===== src/rtl/demux_dist.sv =====
// Demultiplexer distributing one input word per cycle into N_OUT one-entry lane buffers.
// Words addressed past the last lane are discarded and counted.
module demux_dist #(
  parameter int unsigned N_OUT = 31,
  parameter int unsigned WIDTH = 2
) (
  input  logic                     clk,
  input  logic                     reset,
  input  logic [4:0]               sel,
  input  logic [WIDTH-1:0]         inp,
  input  logic                     in_valid,
  output logic                     in_ready,
  output logic [N_OUT*WIDTH-1:0]   out_data,
  output logic [N_OUT-1:0]         out_valid,
  input  logic [N_OUT-1:0]         out_ack,
  output logic                     drop_err,
  output logic [7:0]               drop_cnt
);

  localparam int unsigned CNT_W   = 8;
  localparam logic [CNT_W-1:0] CNT_MAX = '1;

  logic                   sel_ok;
  logic [N_OUT-1:0]       hit;
  logic [N_OUT-1:0]       load;
  logic [N_OUT-1:0]       valid_nxt;
  logic [N_OUT*WIDTH-1:0] data_nxt;
  logic                   xfer;
  logic                   drop;

  // Lane decode and acceptance; a lane being acked this cycle can take a new word.
  always_comb begin
    sel_ok    = (32'(sel) < N_OUT);
    hit       = '0;
    load      = '0;
    valid_nxt = '0;
    data_nxt  = out_data;
    for (int i = 0; i < int'(N_OUT); i++) begin
      hit[i] = sel_ok && (32'(sel) == 32'(i));
    end
    in_ready = !sel_ok || (|(hit & (~out_valid | out_ack)));
    xfer     = in_valid && in_ready;
    drop     = xfer && !sel_ok;
    for (int i = 0; i < int'(N_OUT); i++) begin
      load[i]      = xfer && hit[i];
      valid_nxt[i] = load[i] || (out_valid[i] && !out_ack[i]);
      if (load[i]) begin
        data_nxt[i*WIDTH +: WIDTH] = inp;
      end
    end
  end

  // Lane registers; empty lanes keep their last word.
  always_ff @(posedge clk or posedge reset) begin
    if (reset) begin
      out_valid <= '0;
      out_data  <= '0;
      drop_err  <= 1'b0;
      drop_cnt  <= '0;
    end else begin
      out_valid <= valid_nxt;
      out_data  <= data_nxt;
      drop_err  <= drop;
      if (drop && (drop_cnt != CNT_MAX)) begin
        drop_cnt <= drop_cnt + CNT_W'(1);
      end
    end
  end

endmodule


===== config.mk =====
export PLATFORM = sky130hd
export DESIGN_NAME = demux_dist
export DESIGN_NICKNAME = d
export VERILOG_FILES = /design/src/rtl/demux_dist.sv
export SDC_FILE = /design/constraint.sdc
export NUM_CORES = 1
export LEC_CHECK = 0
export BUFFER_PORTS_ARGS = -buffer_cell sky130_fd_sc_hd__clkbuf_2
export CAP_MARGIN = 20
export CORE_MARGIN = 3
export CORE_UTILIZATION = 55
export CTS_BUF_LIST = sky130_fd_sc_hd__clkbuf_8 sky130_fd_sc_hd__clkbuf_16
export DETAILED_ROUTE_END_ITERATION = 6
export GPL_TIMING_DRIVEN = 0
export PLACE_DENSITY = 0.91
export SKIP_LAST_GASP = 1
export SLEW_MARGIN = 20
export SYNTH_ARGS = -nofsm -noshare
export SYNTH_HDL_FRONTEND = slang
export SYNTH_SLANG_ARGS = --single-unit

===== constraint.sdc =====
create_clock -name clk -period 5.84 [get_ports clk]
set_input_delay 0.876 -clock clk [delete_from_list [all_inputs] [get_ports clk]]
set_output_delay 0.876 -clock clk [all_outputs]
set_load 0.02 [all_outputs]

==> results by stage, run 1 <==
STA:
- The final sum of negative setup slack is 0 ns.
- The total count of max-transition violations in the final report is 0.
- The total of endpoints with negative setup slack in the final report is 0.
- Measured against its own limit, the worst slew margin works out to between 40% and 50%.
- Setup repair after global routing left no endpoint under its margin.
- Static timing analysis puts the maximum clock frequency at 0.240 GHz.
- The clock arrives with 0.0218 ns of skew.
- The share of the cycle needed by the critical path after routing is between 70% and 80%.
- The final hold violation count is 0.
- For the pin with the worst max-slew slack, the measured transition is around 0.85 ns.
- The clock period minus worst slack is between 4 and 5 ns.

Job:
- The max-cap violation count is 0.

Die:
- Once the floorplan was initialized, standard cells occupied slightly below 60% of the core.
- For this design the top-level I/O count stands at approximately 140.
- In this run the core area contains 32 standard-cell rows.
- The area inside the core boundary is 7890 sq um.
- The die covers 9390 sq um.
- The die outline width is between 90 and 100 um.
- From bottom edge to top edge, the die measures approximately 97 um.

Final layout:
- In the layout the commonest cells are sky130_fd_sc_hd__clkbuf_2, sky130_fd_sc_hd__dfrtp_1, sky130_fd_sc_hd__mux2_2, sky130_fd_sc_hd__nand2_1, sky130_fd_sc_hd__o21ai_0.
- The area growth from synthesis to layout is 23.7%.
- The final cell count without fillers is between 600 and 700.
- The repair_antennas step left the layout with diodes totalling 0.
- The final core utilization is 71.3%.
- The final-stage net count is 590.
- Leaving out fill and tap cells, the most frequent cell in the layout is sky130_fd_sc_hd__clkbuf_2.
- The fraction of layout cells with a size suffix above 1 is approximately two fifths.
- Summing all non-filler instances in the final layout gives an area of roughly 5600 sq um.

Place:
- The post-place instance area is 5410 sq um.
- Once placement completed, the tool counted placed cells totaling between 600 and 700.
- The half-perimeter wire length of the detailed placement result is between 9 and 10 mm.
- Input and output buffers added on the ports amount to 141.
- The congestion estimate from routability-driven global placement came to ~0.95.

Pwr:
- In this run, the combinational gates consume a little under a quarter of the power.
- For this design the static power due to leakage is 2.83 nW.
- The analysis attributes to net switching a power of roughly 0.57 mW.
- The worst-case IR drop observed on VDD is between 0.2 and 0.25 mV.
- The register share of total power is approximately half.
- Power spread over the standard cell area amounts to 307 nW/um^2.
- The share of total power in the clock network is a little over a quarter.
- The total internal power is approximately 1.2 mW.
- In this run switching power makes up about 33% of total power.

GRT:
- The number of global-route vias before repair came to 3834.
- The first-pass GRT wire length is 19.8 mm.
- Global routing finished with a remaining overflow of 0.
- The overall track demand over capacity in global routing is 26.3%.
- The initial antenna violation count is 0.
- The maximum number of pins on one net before global-route repair is approximately 60.

Synthesis:
- The synthesized netlist occupies a cell area of approximately 4500 sq um.
- The number of warnings issued by yosys is 0.
- The dominant synthesized flop cell is sky130_fd_sc_hd__dfrtp_1.
- The share of flip-flops with an asynchronous set or reset after synthesis is between 90% and 100%.
- The sequential share of the synthesized area is 56.2%.
- The number of enable-type register cells in the synthesized netlist is 0.
- In this run, synthesis produced a sequential element count of between 100 and 150.
- The synthesized area per cell is roughly 12 sq um.
- The number of distinct library cell variants in the gate-level netlist after synthesis is 40.
- The synthesized instance count is between 300 and 400.
- The synthesized netlist net count is ~440.

Clock tree:
- The insertion delay of the later-clocked pin in the worst-skew pair is 0.38 ns.
- The clock passes through at most 2 buffers.
- TritonCTS created 9 clock buffers.
- Buffers inserted to repair hold after CTS numbered 0.
- Clock tree synthesis selected as its root buffer the cell sky130_fd_sc_hd__clkbuf_8.
- The clock slew seen by the registers of the worst setup and hold paths is between 0.1 and 0.15 ns.
- In this run the post-CTS setup repair buffer count came out at 0.
- After clock tree synthesis, the repair step resized 0 gates.
- TritonCTS built the clock tree.
- In this run the number of H-tree levels came out at 3.
- Clock tree synthesis found a total of 102 sinks.

Worst setup path:
- The data required time of the worst path is between 4 and 5 ns.
- The delay of the slowest critical-path stage is roughly 0.64 ns.
- The kind of launch point of the worst setup path is an input pin.
- The cell type group with the largest total delay on the critical path is compound AO/OA/AOI/OAI gates.
- Among all stages on the critical path, the largest delay is contributed by sky130_fd_sc_hd__a222oi_1.
- The data arrival time of the critical path is 3.28 ns.
- The worst register-to-register path has a setup slack of roughly 3.4 ns.
- The count of buffer and inverter cells on the critical path is 4.
- The critical path goes through clkbuf_2 -> buf_2 -> and4b_1 -> o21ai_0 -> o2111ai_1 -> a222oi_1 -> clkbuf_1 -> o21ai_0 -> clkbuf_2.
- The critical path is of the in2out type.
- Along the worst path, the maximum fanout reaches 10.
- The element type at the critical path end is a primary output.

Drt:
- The routed wire length per instance is around 19 um.
- The length of the first detailed-routing pass in iterations is 5.
- After the first detailed-routing iteration, the DRC count stood at between 300 and 400.
- The final routed DRC violation total is 0.
- In the routed layout, each cell is associated on average with a via count of 5.75.
- Wires add up to about 12 mm.
- The vias after detailed routing is 3765.
- The detail route stage leaves a number of antenna-violating nets equal to 0.

Run status:
- The run finished with clean final reports.

Worst hold path:
- In this run the worst hold path is classified as in2async.
[cell families after synthesis]
logic type      after synthesis  synth area share, %
mux                          63                 15.6
fa+ha+maj                     1                0.275
buf+inv                      29                 2.53
compound gates               62                 8.56
xor+xnor                      6                 1.16
flops                       102                 56.2
simple gates                132                 15.7
[power groups by stage]
stage          Combinational [mW]  Sequential [mW]  Clock [mW]
2_1_floorplan               0.138            0.970           0
5_1_grt                     0.432            0.859       0.510
3_5_place_dp                0.405            0.864           0
4_1_cts                     0.407            0.850       0.475
6_report                    0.403            0.850       0.474
3_3_place_gp                0.390            0.856           0
[routing by layer]
metal  GRT usage [%]  share of wire (%)  up-vias
li1                -                  -     1703
met1            34.4                 41     1825
met2            42.9                 49      203
met3            6.42                8.2       34
met4            9.50                2.6        0
met5               0                  0        -
[final cells by class]
| class | instances | area (sq um) |
|---|---|---|
| flip-flops and latches | 102 | 2550 |
| fillers | 583 | 2260 |
| multi-input cells | 264 | 1880 |
| repair buffers | 142 | 733 |
| well taps | 102 | 128 |
| clock buffers | 9 | 124 |
| plain buffers | 22 | 88.8 |
| clock inverters | 7 | 87.6 |
| inverters | 7 | 31.3 |
[per-stage QoR]
| stage | total power [mW] | setup WS (ns) | hold slack [ns] |
|---|---|---|---|
| 3_3_place_gp | 1.25 | 1.42 | 0.472 |
| 3_5_place_dp | 1.27 | 1.77 | 0.475 |
| 6_report | 1.73 | 1.68 | 0.471 |
| 4_1_cts | 1.73 | 1.77 | 0.493 |
| 5_1_grt | 1.80 | 1.48 | 0.502 |
| 2_1_floorplan | 1.11 | 2.29 | 0.596 |
[worst reg2reg max path, cell delays in order, from the launching register on]
cell and delay, ns:
sky130_fd_sc_hd__dfrtp_1 0.35, sky130_fd_sc_hd__nand2b_1 0.09, sky130_fd_sc_hd__a32oi_1 0.26, sky130_fd_sc_hd__nand4_1 0.18
sky130_fd_sc_hd__a222oi_1 0.60, sky130_fd_sc_hd__buf_2 0.33, sky130_fd_sc_hd__a211oi_1 0.17, sky130_fd_sc_hd__mux2_1 0.36
[Yosys cell counts (2+ instances only)]
master,number,share of area [%]
sky130_fd_sc_hd__o21ai_0,29,3.2
sky130_fd_sc_hd__nand3_1,7,0.77
sky130_fd_sc_hd__o22ai_1,4,0.55
sky130_fd_sc_hd__nor4b_1,4,0.77
sky130_fd_sc_hd__or2_2,3,0.41
sky130_fd_sc_hd__and4b_1,3,0.66
sky130_fd_sc_hd__nand4_1,4,0.55
sky130_fd_sc_hd__clkbuf_1,17,1.4
sky130_fd_sc_hd__buf_2,5,0.55
sky130_fd_sc_hd__nor2b_1,8,1.1
sky130_fd_sc_hd__nand2b_1,25,3.4
sky130_fd_sc_hd__mux2_1,8,2.0
sky130_fd_sc_hd__nor2_1,22,1.8
sky130_fd_sc_hd__nor4bb_1,4,0.88
sky130_fd_sc_hd__mux2_2,55,14
sky130_fd_sc_hd__dfrtp_1,102,56
sky130_fd_sc_hd__nor3b_1,2,0.33
sky130_fd_sc_hd__a22oi_1,8,1.3
sky130_fd_sc_hd__and2_1,2,0.28
sky130_fd_sc_hd__xor2_1,3,0.58
sky130_fd_sc_hd__nand2_1,37,3.1
sky130_fd_sc_hd__xnor2_1,3,0.58
sky130_fd_sc_hd__nor3_1,7,0.77
sky130_fd_sc_hd__inv_1,7,0.58
sky130_fd_sc_hd__a211oi_1,8,1.3
sky130_fd_sc_hd__a21oi_1,4,0.44
[path summary, 6_finish.rpt]
check / startpoint / to / cells after the start
worst max-delay path: sel[2] / in_ready / 9
worst min-delay path: reset / out_data[3] / 2
worst max register to register: out_valid[14] / out_data[53] / 7
worst min register to register: out_data[49] / out_data[49] / 1
max in group asynchronous: reset / drop_cnt[6] / 3
min in group clk: out_data[49] / out_data[49] / 1
[flip-flops by register name (all words and copies together) (netlist names)]
register and count:
drop_cnt 8, drop_err 1, out_data 62, out_valid 31
No activity file was read; power rests on OpenSTA's default activity.
==> inputs of run 2 (changes only) <==
- ABC_AREA: unset -> 1
- CORE_UTILIZATION: 55 -> 47
- PLACE_DENSITY: 0.91 -> 0.83
- clock period: 5.84 -> 3.6 ns (I/O delays scaled with it)
==> run 2 against run 1 <==
Sequential share of layout area shrank 2.6 points. Worst hold slack got worse by 0.28 ns. Core utilization decreased by 11 points. Die area rose by 24%. First-iteration DRC count up 14%. Sequential power up 65%. Clock power rose by 50%. Wire length grew 25%. Non-clock buffer count grew 11. Critical endpoint unchanged. Highest routed layer unchanged.
==> results by stage, run 2 <==
Run status:
- The flow ran to the end, and the final reports show no timing, DRC or antenna violations.

Die:
- For this configuration, the core starts out at a cell density of just under 50%.
- The placement row count is 36.
- The overall die height is 108 um.
- The area enclosed by the die boundary is around 12000 sq um.
- The floorplan step defined a core boundary enclosing approximately 9900 sq um.
- The I/O pin count is roughly 140.
- In this run the horizontal extent of the chip is approximately 110 um.

Clock tree:
- The hold buffer count at cts is 0.
- The post-CTS setup repair buffer count is 0.
- The number of buffers between clock root and the deepest sink is 2.
- Clock-pin slew was measured on the worst setup and hold paths at about 0.09 ns.
- The tree built by TritonCTS fans out to ~100 sinks.
- The number of clock buffers added by TritonCTS is 9.
- The H-tree generated during clock tree synthesis spans 3 levels.
- The clock root buffer is sky130_fd_sc_hd__clkbuf_8.
- The number of gates resized after CTS was 0.
- Clock latency on the worst-skew pair, taken at its later pin, is 0.37 ns.
- The TritonCTS clock tree is done.

Synthesis:
- The synthesized instance count is between 600 and 700.
- The number of distinct library cell variants in the gate-level netlist after synthesis is 25.
- Yosys attributes the largest share of cell area to sky130_fd_sc_hd__dfrtp_1, sky130_fd_sc_hd__nand2_1, sky130_fd_sc_hd__nand4_1.
- The synthesized area per cell is just over 8 sq um.
- The post-synthesis cell area is between 4000 and 5000 sq um.
- The synthesized netlist net count is 643.
- Sequential cells were found to cover 52.5% of the synthesized design area.
- In the synthesized netlist the dominant register cell turns out to be sky130_fd_sc_hd__dfrtp_1.
- Among all cell types in the netlist, the one instantiated most often is sky130_fd_sc_hd__nand2_1.
- In this run, synthesis inferred 0 flip-flops with an integrated enable.
- Of the post-synthesis cell area, the dominant cell type holds a little over half.
- By count the netlist is led by sky130_fd_sc_hd__nand2_1, sky130_fd_sc_hd__dfrtp_1, sky130_fd_sc_hd__nand4_1.
- In this run, synthesis produced a sequential element count of roughly 100.
- sky130_fd_sc_hd__dfrtp_1 takes more of the synthesized area than any other cell.
- In the synthesized netlist the async set-or-reset flop fraction comes to 100%.
- During synthesis, Yosys emitted a total of 0 warnings.

GRT:
- The overall track demand over capacity in global routing is roughly 27%.
- The first global-routing pass estimated 24.5 mm of wire.
- Global routing finished with a remaining overflow of 0.
- Entering global routing, the biggest net connects 53 pins.
- The number of global-route vias before repair was ~4.9k.
- The initial antenna violation count is 0.

Drt:
- Once detail routing completed, the nets flagged for antenna violations numbered 0.
- The length of the first detailed-routing pass in iterations is 5.
- The vias per cell is between 5 and 6.
- The final routed DRC violation total is 0.
- The routed wire length per instance is ~17 um.
- The number of DRC markers in iteration 0 is approximately 350.
- The vias after detailed routing is 4876.
- The wire length reported by the detailed router is roughly 15 mm.

Pwr:
- The total power is approximately 3 mW.
- Summed over all cells, the static leakage comes to 3.46 nW.
- In this run the power density over the cells is around 490 nW/um^2.
- Across the VDD grid, the largest voltage drop is 0.286 mV.

Worst setup path:
- The data required time of the worst path is 3.06 ns.
- In this run the worst setup path begins at sel[1].
- The setup path with the least slack is of type in2out.
- Data arrives at the worst endpoint at ~2.5 ns.
- STA classifies the critical path startpoint as an input pin.
- The critical register-to-register path startpoint is drop_cnt[0].
- The maximum net fanout on the critical path is 10.
- The element type at the critical path end is a primary output.
- In this run the register-to-register setup slack is 1.61 ns.

STA:
- Setup repair after global routing left no endpoint under its margin.
- The final hold violation count was 0.
- The total count of max-transition violations in the final report was 0.
- Setup violations remaining at the end of the flow were counted as 0.
- The clock period could shrink to ~3.0 ns.
- For this run, the top clock speed supported by timing is around 0.33 GHz.
- The worst clock skew is 0.0138 ns.
- At the pin with the least slew margin, the transition time is ~0.72 ns.
- The share of the cycle needed by the critical path after routing is 83.7%.
- The worst max-slew margin expressed relative to the limit is roughly 52%.

Place:
- During placement, the flow inserted port buffers numbering about 140.
- In this run the cell area measured after placement is between 5000 and 6000 sq um.
- Routability-driven placement finished with a final weighted congestion of 0.927.
- The half-perimeter wire length of the detailed placement result is between 10 and 15 mm.

Final layout:
- For this run, the post-layout net count is around 800.
- Counting flops per register, the top entry is out_data.
- The multi-input combinational cells in the finished layout cover a total of just under 2000 sq um.
- Across the whole layout, storage elements account for ~2600 sq um.
- Compared with the post-synthesis result, the final layout area differs by 22.7%.
- With fillers left out, the area of the finished cells amounts to just under 6000 sq um.
- Leaving out fill and tap cells, the most frequent cell in the layout is sky130_fd_sc_hd__nand2_1.
- The number of diodes added for antenna fixing is 0.
- The library cells used most frequently in the layout, excluding fill and tap cells, are sky130_fd_sc_hd__nand2_1, sky130_fd_sc_hd__clkbuf_2, sky130_fd_sc_hd__dfrtp_1, sky130_fd_sc_hd__nand4_1, sky130_fd_sc_hd__inv_1.
- The fraction of layout cells with a size suffix above 1 is 24.6%.
- The layout filler cell count is about 940.
- In the final layout, the registers with the most flip-flops are out_data (62), out_valid (31), drop_cnt (8).
- The number of flip-flops in the largest register is 62.

Job:
- The tool flagged a number of max-cap violations equal to 0.

Worst hold path:
- The worst hold path class is in2async.
-- run 2: changes by cell type in the layout (fill, tap and decap cells not counted), moves of 10 or more --
cell,change
sky130_fd_sc_hd__mux2_2,-54
sky130_fd_sc_hd__nand2_1,+173
sky130_fd_sc_hd__inv_1,+40
sky130_fd_sc_hd__nor2_1,+19
sky130_fd_sc_hd__nand2b_1,-25
sky130_fd_sc_hd__nor2_2,+10
sky130_fd_sc_hd__o21ai_0,-20
sky130_fd_sc_hd__nand3_1,+36
sky130_fd_sc_hd__nand4_1,+68
-- run 2: cell families (layout without fill, tap and decap cells) --
group | count (synthesis) | count (layout) | share of synthesized area, %
AO/OA/AOI/OAI | 15 | 15 | 1.54
XOR/XNOR | 6 | 6 | 1.08
adder cells (fa/ha/maj) | 1 | 1 | 0.257
buffers and inverters | 80 | 239 | 7.51
flip-flops | 102 | 102 | 52.5
multiplexers | 1 | 1 | 0.231
AND/OR/NAND/NOR | 396 | 396 | 36.9
-- run 2: power by group --
group / leakage [nW] / switching [mW] / internal [mW]
clock: 0.0970 / 0.381 / 0.332
sequential: 1.37 / 0.104 / 1.30
combinational: 1.99 / 0.548 / 0.250
total: 3.46 / 1.03 / 1.88
-- run 2: worst max-delay path, cell delays in order --
cell                       delay (ns)
sky130_fd_sc_hd__clkbuf_2        0.14
sky130_fd_sc_hd__nor2_2          0.32
sky130_fd_sc_hd__nand2_1         0.17
sky130_fd_sc_hd__nor2_1          0.32
sky130_fd_sc_hd__nand2_1         0.13
sky130_fd_sc_hd__nand2_1         0.09
sky130_fd_sc_hd__inv_1           0.04
sky130_fd_sc_hd__nand2_1         0.06
sky130_fd_sc_hd__nor2_1          0.06
sky130_fd_sc_hd__nand3_2         0.10
sky130_fd_sc_hd__buf_6           0.17
sky130_fd_sc_hd__buf_6           0.16
sky130_fd_sc_hd__clkbuf_2        0.18
-- run 2: metal layers --
metal / up-vias / part of all wire, % / track usage [%]
li1: 2279 / - / -
met5: - / 0 / 0
met1: 2322 / 42 / 35.8
met4: 0 / 1.8 / 8.21
met2: 248 / 49 / 44.5
met3: 27 / 8.1 / 5.88
-- run 2: cell type report --
cell class | count | share of cell area [%]
clock buffers | 10 | 2.31
well taps | 133 | 2.79
repair buffers | 144 | 12.5
clock inverters | 5 | 0.880
inverters | 49 | 3.16
plain buffers | 31 | 3.04
multi-input cells | 419 | 32.6
flip-flops and latches | 102 | 42.8
-- run 2: worst paths after layout --
| path | endpoint | depth (start not counted) |
|---|---|---|
| max reg2reg | drop_cnt[1] | 7 |
| min | drop_cnt[5] | 2 |
| min in group clk | out_valid[6] | 2 |
| max | in_ready | 13 |
| max in group asynchronous | out_data[51] | 3 |
| min reg2reg | out_data[20] | 2 |
-- run 2: through the flow --
step	util, %	cells	setup TNS (ns)	hold slack [ns]	worst slack, ns
floorplan	-	601	0	0.579	0.385
global route	60.2	893	0	0.225	0.414
detailed placement	58.3	878	0	0.459	0.594
CTS	60.2	893	0	0.214	0.581
finish	60.2	893	0	0.192	0.586
global placement	58.0	877	-59.42	0.458	-0.590
==> inputs of run 3 (changes only) <==
- CORE_UTILIZATION: 47 -> 52
- PLACE_DENSITY: 0.83 -> 0.86
- clock period: 3.6 -> 3.15 ns (I/O delays scaled with it)
==> run 3 against run 2 <==
Final area down 0.15%. Critical path depth did not move. Global-route usage up 2.7 points. Non-clock buffer count is the same. Clock power is 25% higher. Combinational power rose by 15%. Die area down 9.1%. Largest cell class unchanged.
==> results by stage, run 3 (synthesized netlist as in run 2, its figures left out) <==
Drt:
- The vias per cell is approximately 5.7.
- Wires add up to between 15 and 20 mm.
- The number of nets with antenna violations after detailed routing is 0.
- The length of the first detailed-routing pass in iterations is 5.
- The first routing iteration left 347 violations.
- After detailed routing, the number of remaining DRC violations is 0.
- In the final routed layout, each cell accounts on average for 17.5 um.
- Across all layers, the routed design uses ~5.0k vias.

Worst setup path:
- The cell type with the highest occurrence count on the critical path is sky130_fd_sc_hd__nand2_1.
- The cell type group with the largest total delay on the critical path is simple AND/OR/NAND/NOR gates.
- The data arrival time of the critical path is approximately 2.5 ns.
- The number of cells on the worst reg-to-reg path is 7.
- Along the worst path, the maximum fanout reaches 10.
- The slowest stage of the critical path belongs to the cell sky130_fd_sc_hd__nor2_1.
- STA classifies the critical path endpoint as a primary output.
- The critical path contains buffers and inverters numbering 5 combined.
- The kind of launch point of the worst setup path is an input pin.
- The data required time of the worst path is between 2 and 3 ns.
- The number of cells on the critical path is 13.
- The type of the setup path with the least slack is in2out.
- Traced cell by cell, the critical path runs through clkbuf_2 -> nor2_2 -> nand2_1 -> nor2_1 -> nand2_1 -> nand2_1 -> inv_1 -> nand2_1 -> nor2_1 -> nand3_2 -> buf_6 -> buf_6 -> clkbuf_2.
- The delay of the slowest critical-path stage is approximately 0.37 ns.
- The setup slack of the worst register-to-register path is ~1.2 ns.

Clock tree:
- For the worst-skew pair, the clock arrives at the later sink with an insertion delay of roughly 0.38 ns.
- The post-CTS setup repair buffer count is 0.
- Clock-pin slew was measured on the worst setup and hold paths at around 0.12 ns.
- The clock root buffer is sky130_fd_sc_hd__clkbuf_8.
- Post-CTS repair changed the size of 0 cells.
- The hold buffer count at cts is 0.
- The number of sinks driven by the clock tree is about 100.
- The number of buffers between clock root and the deepest sink is 2.
- The TritonCTS clock tree is done.
- The total CTS buffers is 9.
- The number of levels in the clock H-tree is 3.

STA:
- The worst max-slew margin expressed relative to the limit is 54.8%.
- Setup repair after global routing left no endpoint under its margin.
- The share of the cycle needed by the critical path after routing is 93.1%.
- On the final layout, the worst clock skew is 0.0219 ns.
- The highest achievable clock rate is about 0.34 GHz.
- After layout, the worst setup slack is 0.218 ns.
- For the pin with the worst max-slew slack, the measured transition is 0.679 ns.
- The worst hold slack is around 0.11 ns.
- The total of endpoints with negative setup slack in the final report is 0.
- The total count of max-transition violations in the final report is 0.
- The final hold violation count is 0.
- The clock period minus worst slack is about 2.9 ns.

Final layout:
- The layout filler cell count is between 700 and 800.
- The cell area after layout is approximately 6000 sq um.
- The number of flip-flops in the largest register is 62.
- The register containing the most flip-flops in the final layout is out_data.
- The library cells used most frequently in the layout, excluding fill and tap cells, are sky130_fd_sc_hd__nand2_1, sky130_fd_sc_hd__clkbuf_2, sky130_fd_sc_hd__dfrtp_1, sky130_fd_sc_hd__nand4_1, sky130_fd_sc_hd__inv_1.
- The final-stage net count is around 800.
- Cells fill 67.0% of the core in the end.
- The largest registers in the layout are out_data (62), out_valid (31), drop_cnt (8).
- The growth of design area from synthesis to finish is 22.5%.
- The fraction of layout cells with a size suffix above 1 is 25.0%.
- The library cell used most frequently in the layout, excluding fill and tap cells, is sky130_fd_sc_hd__nand2_1.
- The number of diodes added for antenna fixing is 0.

GRT:
- The number of global-route vias before repair is around 4.7k.
- Entering global routing, the biggest net connects between 50 and 60 pins.
- The first global-routing pass estimated between 20 and 25 mm of wire.
- The initial antenna violation count is 0.
- In the global route stage, overall resource usage came out at between 20 and 30%.
- The remaining global-route overflow is 0.

Job:
- The max-cap violation count is 0.

Worst hold path:
- The worst hold path class is in2async.

Die:
- The initial utilization of the core area, before any placement, comes to a little over half.
- The total area inside the core boundary comes to roughly 8900 sq um.
- The die outline width is 103 um.
- The overall die height is approximately 100 um.
- The placement row count is 34.
- The I/O pin count is 144.
- The die covers 10600 sq um.

Pwr:
- For this design the ratio of total power to cell area is between 500 and 600 nW/um^2.
- The clock network accounts for 26.1% of the total power.
- The part of the total power dissipated in combinational logic is 27.0%.
- The leakage power is 3.46 nW.
- The net switching power is 1.24 mW.
- Across the VDD grid, the largest voltage drop is between 0.3 and 0.4 mV.
- Sequential cells burn 46.9% of the power.
- Internal power comes to ~2.2 mW.
- Net switching is ~36% of the power.

Place:
- Once detailed placement completed, the half-perimeter wirelength came to about 12 mm.
- The final estimated routing congestion in global placement is around 0.96.
- The port buffer count is ~140.
- The post-place instance area is 5750 sq um.
- OpenSTA, run right after detailed placement, puts the worst setup slack at 0.297 ns.

Run status:
- The flow ran to the end, and the final reports show no timing, DRC or antenna violations.
==> run 3: cell types whose count changed in the layout (fill, tap and decap cells not counted), sizes merged <==
cell      before  now
clkinvlp       2    1
clkinv         0    1
inv           51   52
==> run 3: final timing paths <==
kind | end | start
setup / recovery | in_ready | sel[1]
setup reg to reg | drop_cnt[1] | drop_cnt[0]
min in group clk | out_valid[21] | out_ack[21]
max in group asynchronous | out_valid[28] | reset
hold / removal | out_valid[22] | reset
hold reg to reg | out_data[34] | out_data[34]
==> run 3: metrics by stage <==
stage | power (mW) | TNS [ns] | cells
2_1_floorplan | 2.17 | 0 | 601
3_3_place_gp | 2.50 | -97.18 | 852
6_report | 3.42 | 0 | 869
5_1_grt | 3.57 | 0 | 869
4_1_cts | 3.43 | 0 | 869
3_5_place_dp | 2.55 | 0 | 853
==> run 3: per-layer routing <==
layer	global-route usage, %	share of wire, %
met4	12.7	3.4
met2	47.3	47
met5	0	0
met1	40.0	41
met3	5.68	8.5
==> run 3: area by class of cell <==
| class | instances | area [sq um] | share of cell area, % |
|---|---|---|---|
| Buffer | 31 | 181 | 3.04 |
| Timing Repair Buffer | 144 | 743 | 12.5 |
| Sequential cell | 102 | 2550 | 42.8 |
| Tap cell | 108 | 135 | 2.27 |
| Clock inverter | 6 | 75.1 | 1.26 |
| Clock buffer | 10 | 138 | 2.31 |
| Multi-Input combinational cell | 419 | 1950 | 32.7 |
| Inverter | 49 | 189 | 3.17 |
==> run 3: power by group through the flow <==
| stage | Combinational [mW] | Clock, mW | Sequential (mW) |
|---|---|---|---|
| 5_1_grt | 1.00 | 0.949 | 1.62 |
| 3_5_place_dp | 0.921 | 0 | 1.62 |
| 2_1_floorplan | 0.342 | 0 | 1.83 |
| 3_3_place_gp | 0.885 | 0 | 1.62 |
| 6_report | 0.921 | 0.891 | 1.60 |
| 4_1_cts | 0.922 | 0.902 | 1.60 |
